<file path="config.mk">
export PLATFORM = sky130hd
export DESIGN_NAME = serial_subtractor
export DESIGN_NICKNAME = d
export VERILOG_FILES = /design/src/rtl/serial_sub_pkg.sv /design/src/rtl/full_subtractor.sv /design/src/rtl/serial_subtractor.sv
export SDC_FILE = /design/constraint.sdc
export NUM_CORES = 1
export LEC_CHECK = 0
export ABC_AREA = 0
export BUFFER_PORTS_ARGS = -buffer_cell sky130_fd_sc_hd__buf_2
export CAP_MARGIN = 15
export CORE_MARGIN = 5
export CORE_UTILIZATION = 50
export CTS_BUF_LIST = sky130_fd_sc_hd__clkbuf_4
export DETAILED_ROUTE_END_ITERATION = 16
export MAX_ROUTING_LAYER = met4
export PLACE_DENSITY = 0.75
export SYNTH_ARGS = -nofsm -noshare
export SYNTH_HDL_FRONTEND = slang
export SYNTH_SLANG_ARGS = --single-unit
</file>
<file path="constraint.sdc">
create_clock -name clk -period 1.4 [get_ports clk]
set_input_delay 0.14 -clock clk [delete_from_list [all_inputs] [get_ports clk]]
set_output_delay 0.14 -clock clk [all_outputs]
set_load 0.005 [all_outputs]
</file>
<file path="src/rtl/serial_sub_pkg.sv">
// Shared types and defaults for the bit-serial subtractor.
package serial_sub_pkg;

    localparam int DEF_WIDTH = 4;

    typedef enum logic [1:0] {
        IDLE = 2'd0,
        RUN  = 2'd1,
        DONE = 2'd2
    } state_e;

endpackage

</file>
<file path="src/rtl/full_subtractor.sv">
// One-bit full subtractor: diff = a - b - bin, with borrow-out.
module full_subtractor (
    input  logic a,
    input  logic b,
    input  logic bin,
    output logic diff,
    output logic bout
);

    assign diff = a ^ b ^ bin;
    assign bout = (~a & b) | (~(a ^ b) & bin);

endmodule

</file>
<file path="src/rtl/serial_subtractor.sv">
// Bit-serial A - B - Bin, LSB first, one bit per RUN cycle through a single
// full-subtractor stage; the result is published one cycle after the last bit.
module serial_subtractor
    import serial_sub_pkg::*;
#(
    parameter int WIDTH = DEF_WIDTH
) (
    input  logic             clk,
    input  logic             rst,
    input  logic             start,
    input  logic [WIDTH-1:0] A,
    input  logic [WIDTH-1:0] B,
    input  logic             Bin,
    output logic             busy,
    output logic             done,
    output logic [WIDTH-1:0] Diff,
    output logic             Bout
);

    localparam int               CNT_W    = $clog2(WIDTH + 1);
    localparam logic [CNT_W-1:0] CNT_LAST = CNT_W'(WIDTH);

    state_e           state_q;
    logic [WIDTH-1:0] a_q;
    logic [WIDTH-1:0] b_q;
    logic [WIDTH-1:0] res_q;
    logic             brw_q;
    logic [CNT_W-1:0] cnt_q;
    logic [CNT_W-1:0] cnt_d;
    logic             busy_q;
    logic             done_q;
    logic [WIDTH-1:0] diff_q;
    logic             bout_q;
    logic             fs_diff;
    logic             fs_bout;

    full_subtractor u_fs (
        .a    (a_q[0]),
        .b    (b_q[0]),
        .bin  (brw_q),
        .diff (fs_diff),
        .bout (fs_bout)
    );

    always_comb begin
        cnt_d = cnt_q + CNT_W'(1);
    end

    // RUN spends WIDTH cycles shifting bits and one final cycle (cnt == WIDTH)
    // publishing the result; busy covers only the bit-processing cycles.
    always_ff @(posedge clk or posedge rst) begin
        if (rst) begin
            state_q <= IDLE;
            a_q     <= '0;
            b_q     <= '0;
            res_q   <= '0;
            brw_q   <= 1'b0;
            cnt_q   <= '0;
            busy_q  <= 1'b0;
            done_q  <= 1'b0;
            diff_q  <= '0;
            bout_q  <= 1'b0;
        end else begin
            case (state_q)
                IDLE, DONE: begin
                    done_q <= 1'b0;
                    if (start) begin
                        state_q <= RUN;
                        a_q     <= A;
                        b_q     <= B;
                        brw_q   <= Bin;
                        res_q   <= '0;
                        cnt_q   <= '0;
                        busy_q  <= 1'b1;
                    end else begin
                        state_q <= IDLE;
                    end
                end
                RUN: begin
                    if (cnt_q == CNT_LAST) begin
                        state_q <= DONE;
                        diff_q  <= res_q;
                        bout_q  <= brw_q;
                        done_q  <= 1'b1;
                    end else begin
                        a_q    <= a_q >> 1;
                        b_q    <= b_q >> 1;
                        res_q  <= {fs_diff, res_q[WIDTH-1:1]};
                        brw_q  <= fs_bout;
                        cnt_q  <= cnt_d;
                        busy_q <= (cnt_d != CNT_LAST);
                    end
                end
                default: begin
                    state_q <= IDLE;
                    busy_q  <= 1'b0;
                    done_q  <= 1'b0;
                end
            endcase
        end
    end

    assign busy = busy_q;
    assign done = done_q;
    assign Diff = diff_q;
    assign Bout = bout_q;

endmodule
</file>
==> results of run 1 <==
==> logic make-up (layout without fill, tap and decap cells) <==
logic type / after synthesis / count (layout) / share of synthesized area [%]
AO/OA/AOI/OAI: 12 / 12 / 7.65
flip-flops: 24 / 24 / 53.2
AND/OR/NAND/NOR: 18 / 18 / 8.43
adder cells (fa/ha/maj): 4 / 4 / 5.10
multiplexers: 20 / 20 / 19.0
buffers and inverters: 15 / 57 / 6.65
==> flip-flops by register name, indices dropped and copies added (netlist names) <==
| name | flops |
|---|---|
| cnt_q | 3 |
| brw_q | 1 |
| busy | 1 |
| state_q | 2 |
| res_q | 4 |
| a_q | 4 |
| b_q | 4 |
| Diff | 4 |
| Bout | 1 |
==> cells in the mapped netlist (all sizes together) <==
library cell	n
and2b	1
nor2	1
fa	1
buf	2
nand2	12
mux2	11
nand2b	1
dfrtp	24
nand4b	1
clkbuf	1
nor3b	1
nor2b	1
ha	3
o21a	1
o22a	1
a21oi	2
inv	12
a22o	2
o21ai	6
mux2i	9
==> final cells by class <==
type / instances / area (µm²)
clock buffers: 3 / 22.5
clock inverters: 1 / 30.0
fillers: 180 / 679
inverters: 12 / 45.0
multi-input cells: 54 / 498
flip-flops and latches: 24 / 601
well taps: 28 / 35.0
repair buffers: 41 / 280
==> metrics by stage <==
stage          worst slack (ps)  setup TNS, ps  util (%)  instance area [µm²]  std cells
6_report                  -68.0           -425      69.0                 1510        163
5_1_grt                    -122          -1370      69.0                 1510        163
4_1_cts                   -43.8           -193      67.3                 1480        160
3_5_place_dp               -123          -1310      60.3                 1320        149
3_3_place_gp              -69.1           -690      60.3                 1320        149
2_1_floorplan             0.269              0         -                 1130         93
==> how the worst min path moves through the flow <==
stage / cells past startpoint / to / startpoint / slack (ps)
global placement: 3 / state_q[1] / rst / 200
CTS: 2 / b_q[3] / B[3] / 50
finish: 2 / b_q[3] / B[3] / 70
global route: 2 / b_q[3] / B[3] / 40
floorplan: 1 / Bout / rst / 150
detailed placement: 3 / cnt_q[1] / rst / 200
==> power by group through the flow <==
stage | registers, mW | logic (mW) | clock network, mW
finish | 1.14 | 1.87 | 0.501
global route | 1.18 | 2.03 | 0.540
CTS | 1.14 | 1.75 | 0.510
detailed placement | 1.15 | 1.44 | 0
global placement | 1.13 | 1.39 | 0
floorplan | 1.13 | 1.02 | 0
==> worst max-delay path: stages (launching register included) <==
cell and delay [ps]:
dfrtp_1 420, inv_2 90, ha_4 150, nand2_4 50, a21oi_4 210, buf_6 130, mux2_2 310
==> cells in the final DEF (no fill, tap or decap), types with 2 or more instances in the layout <==
| master | count |
|---|---|
| mux2i_1 | 9 |
| mux2_4 | 5 |
| o21ai_1 | 4 |
| buf_6 | 4 |
| mux2_2 | 6 |
| inv_2 | 2 |
| clkbuf_4 | 3 |
| dfrtp_1 | 24 |
| buf_2 | 18 |
| ha_1 | 2 |
| buf_4 | 18 |
| inv_1 | 10 |
| nand2_1 | 10 |
==> what timing repair did <==
item | CTS | global route
hold buffers | 1 | 0
setup endpoints to repair | 14 | 21
buffers inserted | 6 | 3
endpoints found under the hold margin | 24 | 0
pin swaps | 2 | 3
gates resized for setup | 13 | 9
==> per-layer routing <==
| layer | global-route usage [%] | part of all wire [%] | vias to the layer above |
|---|---|---|---|
| li1 | - | - | 391 |
| met1 | 18.7 | 45 | 383 |
| met2 | 24.2 | 48 | 25 |
| met3 | 2.04 | 4.4 | 4 |
| met4 | 4.97 | 1.7 | 0 |
| met5 | - | 0 | - |
==> flow_summary.toml, run 1 <==
[place]
hpwl_after_dpl_um = 1460
gp_routability_congestion = 0.700
portBuffers = 18

[clock_tree]
cts_tree = "done"
ctsHtreeMaxLevel = 1
cts_root_buffer = "clkbuf_4"
cts_buffers = 3
clk_pin_slew_worst_paths_ps = 140
clock_path_buffers = 2
clk_latency_ps = 320
cts.sink_count = 24

[floorplan]
floorplan.die.height_um = 57.5
initial_utilization_pct = 51.5
top_level_ports = 19
die_area_um2 = 3310
die_w_um = 57.5
fp-row-count = 17
coreArea_um2 = 2190

[route]
antenna_left = 0
drcViolationCount = 0
vias_per_cell = 4.93
totalWireLength_um = 2220
via_count = 803
detailedRoute.firstPassIterationCount = 6
routed_wire_length_per_instance_um = 13.6
drt_first_iter_violations = 13

[logic_synthesis]
postSynthAreaPerCell_um2 = 12.1
synth_area_um2 = 1130
ys_seq_area_share_pct = 53.2
post-synth-top-area-cell = "dfrtp_1"
synth_area_leaders = "dfrtp_1 53%, mux2_2 11%, mux2i_1 8.0%, inv_1 4.0%, nand2_1 4.0%"
ys_seq_elements = 24
proportion_of_netlist_area_held_by_the_largest_area_contributor_pct = 53.2
count_of_warnings_emitted_by_yosys = 0
synth.lib_cells_used.distinct = 23
post_synth_inst_count = 93
mappedNetlistNets = 109

[outcome]
status = "finished, violations left"
failed_checks = "negative setup slack"

[critical_path]
reg2reg_slack_ps = -70
r2r-start = "cnt_q[0]"
endpoint_of_the_worst_register_to_register_path = "cnt_q[2]"
critPathKind = "flip-flop to flip-flop"
rr_worst_depth = 6
timing.critical_path.to_type = "flip-flop"
worst-endpoint-arrival_ps = 1680
cp-startpoint = "cnt_q[0]"
critPathMaxFanout = 4
start_kind = "flip-flop"
critPathCapture = "cnt_q[2]"
worst-endpoint-required_ps = 1610

[sta]
timing.final.crit_period_ps = 1470
slew_headroom_pct = 79.8
hold_viol = 0
worst_slack_ps = -68.0
rsz0062_at_grt = "yes"
setup-violations-final = 10
skew_ps = 11.6
tightest_slew_ps = 303
max_clock_freq_mhz = 681
post-route-period-util_pct = 105
fin_hold_ws_ps = 68.6
final-max-slew-violation-count = 0

[power]
power_frac_seq_pct = 32.5
power_density_nw_per_um2 = 2330
combinationalPowerShare_pct = 53.3
vdd.ir_drop.worst_uv = 1430
switching_share_pct = 32.4
power_switching_mw = 1.14
p_leak_nw = 0.786
internal-power_mw = 2.38
total_power_mw = 3.52
clock_power_share_pct = 14.2

[global_route]
first_global_vias = 839
grt_overflow = 0
global_route_wire_length_before_repair_um = 3710
groute.usage.overall_pct = 14.8
grt_antenna_before_repair = 0
pin_count_of_the_biggest_net_entering_global_routing = 25

[cells_and_area]
finish.net_count = 152
antennaDiodeCount = 0
drive_gt1_share_pct = 48.1
flow.area_growth_from_synthesis_pct = 33.9

[worst_hold_path]
worst_min_delay_path_category = "input port to flip-flop"

[flow_run]
max-cap-violations = 0
Power figures use the tool's default switching activity.
==> run 2: changes to the inputs <==
CORE_UTILIZATION = 48   (was 50)
CTS_BUF_LIST = sky130_fd_sc_hd__clkbuf_16   (was sky130_fd_sc_hd__clkbuf_4)
PLACE_DENSITY = 0.73   (was 0.75)
==> run 2 against run 1 <==
The flow still finishes with violations (negative setup slack). Clock skew fell by 8.6 ps. Cell count down 2.5%. Sequential share of layout area is 0.34 points lower. Worst setup slack better by 34 ps. Global-route usage is 0.092 points lower.
==> flow_summary.toml, run 2 (same netlist as run 1, synthesis figures left out) <==
[critical_path]
critical_path.top_delay_family = "adder cells"
worst_path_max_delay_cell = "dfrtp_1"
worst-endpoint-required_ps = 1540
worst-endpoint-arrival_ps = 1580
critPathMaxStageDelay_ps = 400
critPathMaxFanout = 2
timing.critical_path.buf_inv = 1
critPathKind = "flip-flop to flip-flop"
worstPathCellList = "buf_4, ha_1, ha_1, nor2_1, mux2_4"
worst_path_most_repeated_cell = "ha_1"
start_kind = "flip-flop"
timing.critical_path.to_type = "flip-flop"

[cells_and_area]
final_area_um2 = 1530
drive_gt1_share_pct = 46.6
final.fill_count = 171
layout.area.seq_um2 = 602
antennaDiodeCount = 0
final_common_cell = "dfrtp_1"
layout.cells.most_common_list = "23 x dfrtp_1, 18 x buf_2, 16 x buf_4"
utilization_pct = 68.4
multi_input_comb_area_um2 = 498
finish.net_count = 148
flow.area_growth_from_synthesis_pct = 35.4

[floorplan]
fp-row-count = 17
top_level_ports = 19
coreArea_um2 = 2230
die_area_um2 = 3420
die_w_um = 58.5
initial_utilization_pct = 50.5
floorplan.die.height_um = 58.5

[route]
via_count = 802
totalWireLength_um = 2290
met1Wirelength_um = 1030
highest_routed_layer = "met4"
routed-wl-met2_um = 1090
vias_per_cell = 5.04
drt_first_iter_violations = 10
antenna_left = 0
routed_wire_length_per_instance_um = 14.4
drcViolationCount = 0
detailedRoute.firstPassIterationCount = 2
met3RoutedLength_um = 94

[clock_tree]
cts_tree = "done"
clk_pin_slew_worst_paths_ps = 60
clock_path_buffers = 2
clk_latency_ps = 260
ctsHtreeMaxLevel = 1
cts.sink_count = 24
cts_buffers = 3
cts_root_buffer = "clkbuf_16"

[global_route]
grt_antenna_before_repair = 0
grt_overflow = 0
groute.usage.overall_pct = 14.7
global_route_wire_length_before_repair_um = 3650
pin_count_of_the_biggest_net_entering_global_routing = 25
first_global_vias = 837

[sta]
setup_tns_ps = -84.0
skew_ps = 3.04
hold_viol = 0
max_clock_freq_mhz = 697
tightest_slew_ps = 300
rsz0062_at_grt = "yes"
final-max-slew-violation-count = 0
slew_headroom_pct = 80.0
timing.final.crit_period_ps = 1430
worst_slack_ps = -34.3
setup-violations-final = 5
post-route-period-util_pct = 102

[power]
switching_share_pct = 31.0
total_power_mw = 3.75
combinationalPowerShare_pct = 47.3
p_leak_nw = 0.788
power_density_nw_per_um2 = 2450
internal-power_mw = 2.58
power_switching_mw = 1.16
clock_power_share_pct = 21.7
power_frac_seq_pct = 30.9
vdd.ir_drop.worst_uv = 1360

[worst_hold_path]
worst_min_delay_path_category = "input port to flip-flop"

[outcome]
status = "finished, violations left"
failed_checks = "negative setup slack"

[place]
postPlaceCellArea_um2 = 1310
hpwl_after_dpl_um = 1480
gp_routability_congestion = 0.722
portBuffers = 18

[flow_run]
max-cap-violations = 0
## run 2: changes by cell type in the layout (fill, tap and decap cells not counted), moves of 2 or more
| cell | before | now |
|---|---|---|
| buf_4 | 18 | 16 |
| o21ai_0 | 1 | 5 |
| clkbuf_4 | 3 | 0 |
| o21ai_1 | 4 | 1 |
| clkbuf_16 | 0 | 3 |
| buf_6 | 4 | 2 |
## run 2: path summary, 6_finish.rpt
check / from / to / slack, ps / depth (start not counted)
hold / removal: A[3] / a_q[3] / 110 / 2
hold reg to reg: Diff[1] / Diff[1] / 480 / 2
setup / recovery: cnt_q[0] / cnt_q[2] / -30 / 5
max in group asynchronous: rst / state_q[0] / 680 / 4
min in group asynchronous: rst / state_q[1] / 460 / 4
setup reg to reg: cnt_q[0] / cnt_q[2] / -30 / 5
## run 2: metrics by stage
step	hold slack (ps)	std cells	setup slack (ps)
3_5_place_dp	197	148	-151
6_report	110	159	-34.3
5_1_grt	108	159	-80.5
4_1_cts	108	157	-21.3
2_1_floorplan	155	93	0.269
3_3_place_gp	196	148	-71.5
## run 2: worst register-to-register path, delay by kind of cell (launching register included)
family	cells	cell delay, ps
adders and majority gates	2	480
buffers and inverters	1	140
DFF	1	400
muxes	1	260
and+or+nand+nor	1	50
## run 2: power groups by stage
stage / Sequential [mW] / Clock, mW / Combinational (mW)
after floorplan: 1.13 / 0 / 1.02
after global placement: 1.13 / 0 / 1.38
after detailed placement: 1.15 / 0 / 1.41
after CTS: 1.14 / 0.823 / 1.59
after global routing: 1.20 / 0.853 / 1.93
final: 1.16 / 0.814 / 1.77
## run 2: repair_timing
| item | CTS | global route |
|---|---|---|
| endpoints found under the hold margin | 24 | 0 |
| setup endpoints to repair | 14 | 13 |
| pin swaps | 2 | 2 |
| setup buffers | 4 | 2 |
| hold buffers | 1 | 0 |
| gates resized for setup | 7 | 10 |
## run 2: layer usage
metal  global-route usage (%)  vias to the layer above
met5                        -                        -
met4                     9.27                        0
met3                     2.85                        7
met2                     21.5                       22
met1                     18.4                      385
li1                         -                      388
## run 2: layout make-up
| type | count | area share [%] |
|---|---|---|
| tap | 28 | 2.29 |
| timing repair buffer | 37 | 15.9 |
| clock buffer | 3 | 4.91 |
| multi-input combinational | 54 | 32.6 |
| inverter | 12 | 2.95 |
| clock inverter | 1 | 1.97 |
| sequential | 24 | 39.4 |
==> run 3: changes to the inputs <==
ABC_AREA = 1   (was 0)
CORE_UTILIZATION = 49   (was 48)
==> run 3 against run 2 <==
The run now ends clean. Power is 16% lower. Sequential cell count unchanged. Register-to-register slack improved by 160 ps. Hold slack improved by 7.1 ps. Clock skew about the same. Global-route usage is 0.90 points higher. Sequential share of layout area is 1.9 points higher. Routed wire length up 2.1%. Clock power decreased by 26%. Synthesized cell count rose by 61%. Sequential power barely moved. Cell area fell by 4.7%. Largest cell class unchanged.
==> flow_summary.toml, run 3 <==
[outcome]
status = "completed"

[place]
postPlaceCellArea_um2 = 1360
portBuffers = 18
numPlacedInstances = 199
hpwl_after_dpl_um = 1700
gp_routability_congestion = 0.756

[logic_synthesis]
synth.lib_cells_used.distinct = 17
synthArstFlopShare_pct = 100
mappedNetlistNets = 166
synth_top_cells_by_count = "56 x nand2_1, 26 x nand3_1, 24 x dfrtp_1"
ys_seq_elements = 24
post_synth_inst_count = 150
postSynthAreaPerCell_um2 = 8.09
proportion_of_netlist_area_held_by_the_largest_area_contributor_pct = 49.5
dominantRegCellSynth = "dfrtp_1"
synth_area_leaders = "dfrtp_1 49%, nand2_1 17%, nand3_1 11%, inv_1 4.3%, ha_1 3.1%"
synthMostInstantiatedCell = "nand2_1"
ys_seq_area_share_pct = 49.5
synth_edf_count = 0
count_of_warnings_emitted_by_yosys = 0
synth_area_um2 = 1210
post-synth-top-area-cell = "dfrtp_1"

[sta]
skew_ps = 2.65
final-max-slew-violation-count = 0
timing.final.crit_period_ps = 1280
fin_hold_ws_ps = 117
max_clock_freq_mhz = 782
slew_headroom_pct = 79.4
setup-violations-final = 0
post-route-period-util_pct = 91.3
tightest_slew_ps = 308
hold_viol = 0
rsz0062_at_grt = "no"

[global_route]
first_global_vias = 988
global_route_wire_length_before_repair_um = 4110
pin_count_of_the_biggest_net_entering_global_routing = 25
grt_antenna_before_repair = 0
groute.usage.overall_pct = 15.6
grt_overflow = 0

[route]
drt_first_iter_violations = 12
detailedRoute.firstPassIterationCount = 4
via_count = 1008
vias_per_cell = 4.97
routed_wire_length_per_instance_um = 11.5
drcViolationCount = 0
antenna_left = 0
totalWireLength_um = 2330

[cells_and_area]
final_cell_count_no_fill = 203
drive_gt1_share_pct = 23.7
multi_input_comb_area_um2 = 529
finish.net_count = 191
final_common_cell = "nand2_1"
antennaDiodeCount = 0
layout.area.seq_um2 = 602
flow.area_growth_from_synthesis_pct = 20.0
final.fill_count = 223
layout.cells.most_common_list = "54 x nand2_1, 26 x nand3_1, 23 x dfrtp_1"
final_area_um2 = 1460

[floorplan]
floorplan.die.height_um = 59.8
die_area_um2 = 3570
top_level_ports = 19
die_w_um = 59.8
initial_utilization_pct = 49.9
coreArea_um2 = 2430
fp-row-count = 18

[clock_tree]
clock_path_buffers = 2
clk_pin_slew_worst_paths_ps = 60
post_cts_setup_buffers = 0
cts_tree = "done"
cts.sink_count = 24
clk_latency_ps = 260
cts_root_buffer = "clkbuf_16"
ctsHtreeMaxLevel = 1
cts_buffers = 3

[critical_path]
worst-endpoint-arrival_ps = 1460
critPathKind = "flip-flop to flip-flop"
timing.critical_path.to_type = "flip-flop"
critPathMaxFanout = 9
start_kind = "flip-flop"
worst-endpoint-required_ps = 1590

[power]
vdd.ir_drop.worst_uv = 1050
total_power_mw = 3.16
power_density_nw_per_um2 = 2170
p_leak_nw = 0.840

[worst_hold_path]
worst_min_delay_path_category = "input port to flip-flop"

[flow_run]
max-cap-violations = 0
==> run 3: changes by cell type after synthesis, sizes merged, moves of 2 or more <==
| cell | change |
|---|---|
| nand2 | +46 |
| nand3 | +27 |
| mux2 | -11 |
| mux2i | -9 |
| nor2 | +7 |
| buf | +4 |
| inv | +4 |
| a21oi | -2 |
| a22o | -2 |
==> run 3: worst paths after layout <==
check / startpoint / endpoint / slack [ps] / cells past startpoint
min: A[3] / a_q[3] / 120 / 3
max in group asynchronous: rst / state_q[0] / 670 / 4
max: cnt_q[1] / Diff[3] / 120 / 7
max reg2reg: cnt_q[1] / Diff[3] / 120 / 7
min in group asynchronous: rst / brw_q / 470 / 4
min reg2reg: Bout / Bout / 480 / 2
==> run 3: cell families (layout without fill, tap and decap cells) <==
family	count (synthesis)	count (layout)	synth area share [%]
flops	24	24	49.5
fa+ha+maj	4	4	4.74
buf+inv	22	45	8.14
compound gates	6	6	3.71
simple gates	94	94	33.9
==> run 3: report_power, final <==
| group | internal [mW] | total (mW) | switching (mW) |
|---|---|---|---|
| combinational | 0.558 | 1.40 | 0.837 |
| sequential | 0.981 | 1.16 | 0.179 |
| clock | 0.378 | 0.605 | 0.227 |
| total | 1.92 | 3.16 | 1.24 |
==> run 3: through the flow <==
step                setup TNS [ps]  util, %  setup slack [ps]
detailed placement           -7.61     55.7             -3.81
CTS                              0     59.3              80.1
global route                     0     59.9              28.4
global placement                 0     55.7              31.0
floorplan                        0        -               175
finish                           0     59.9               121
==> run 3: layout make-up <==
class	instances	share of cell area, %
well taps	30	2.58
inverters	16	4.12
flip-flops and latches	24	41.3
repair buffers	26	10.5
clock buffers	3	5.15
multi-input cells	104	36.3
==> run 3: worst max-delay path, cell delays in order (launching register included) <==
cell and delay, ps:
dfrtp_1 400, inv_1 60, ha_1 130, nand2_1 120, inv_1 130, nand2_4 100
buf_4 170, o21ai_2 100
==> run 3: routing by layer <==
metal | share of wire (%) | track usage (%)
met1 | 44 | 18.3
met2 | 50 | 26.2
met3 | 4.2 | 2.59
met4 | 1.8 | 6.33
met5 | 0 | -
==> run 3: timing repair <==
item,4_1_cts,5_1_grt
endpoints found under the hold margin,24,0
gates cloned,0,0
hold buffers,1,0
setup endpoints to repair,4,14
resized for setup,1,4
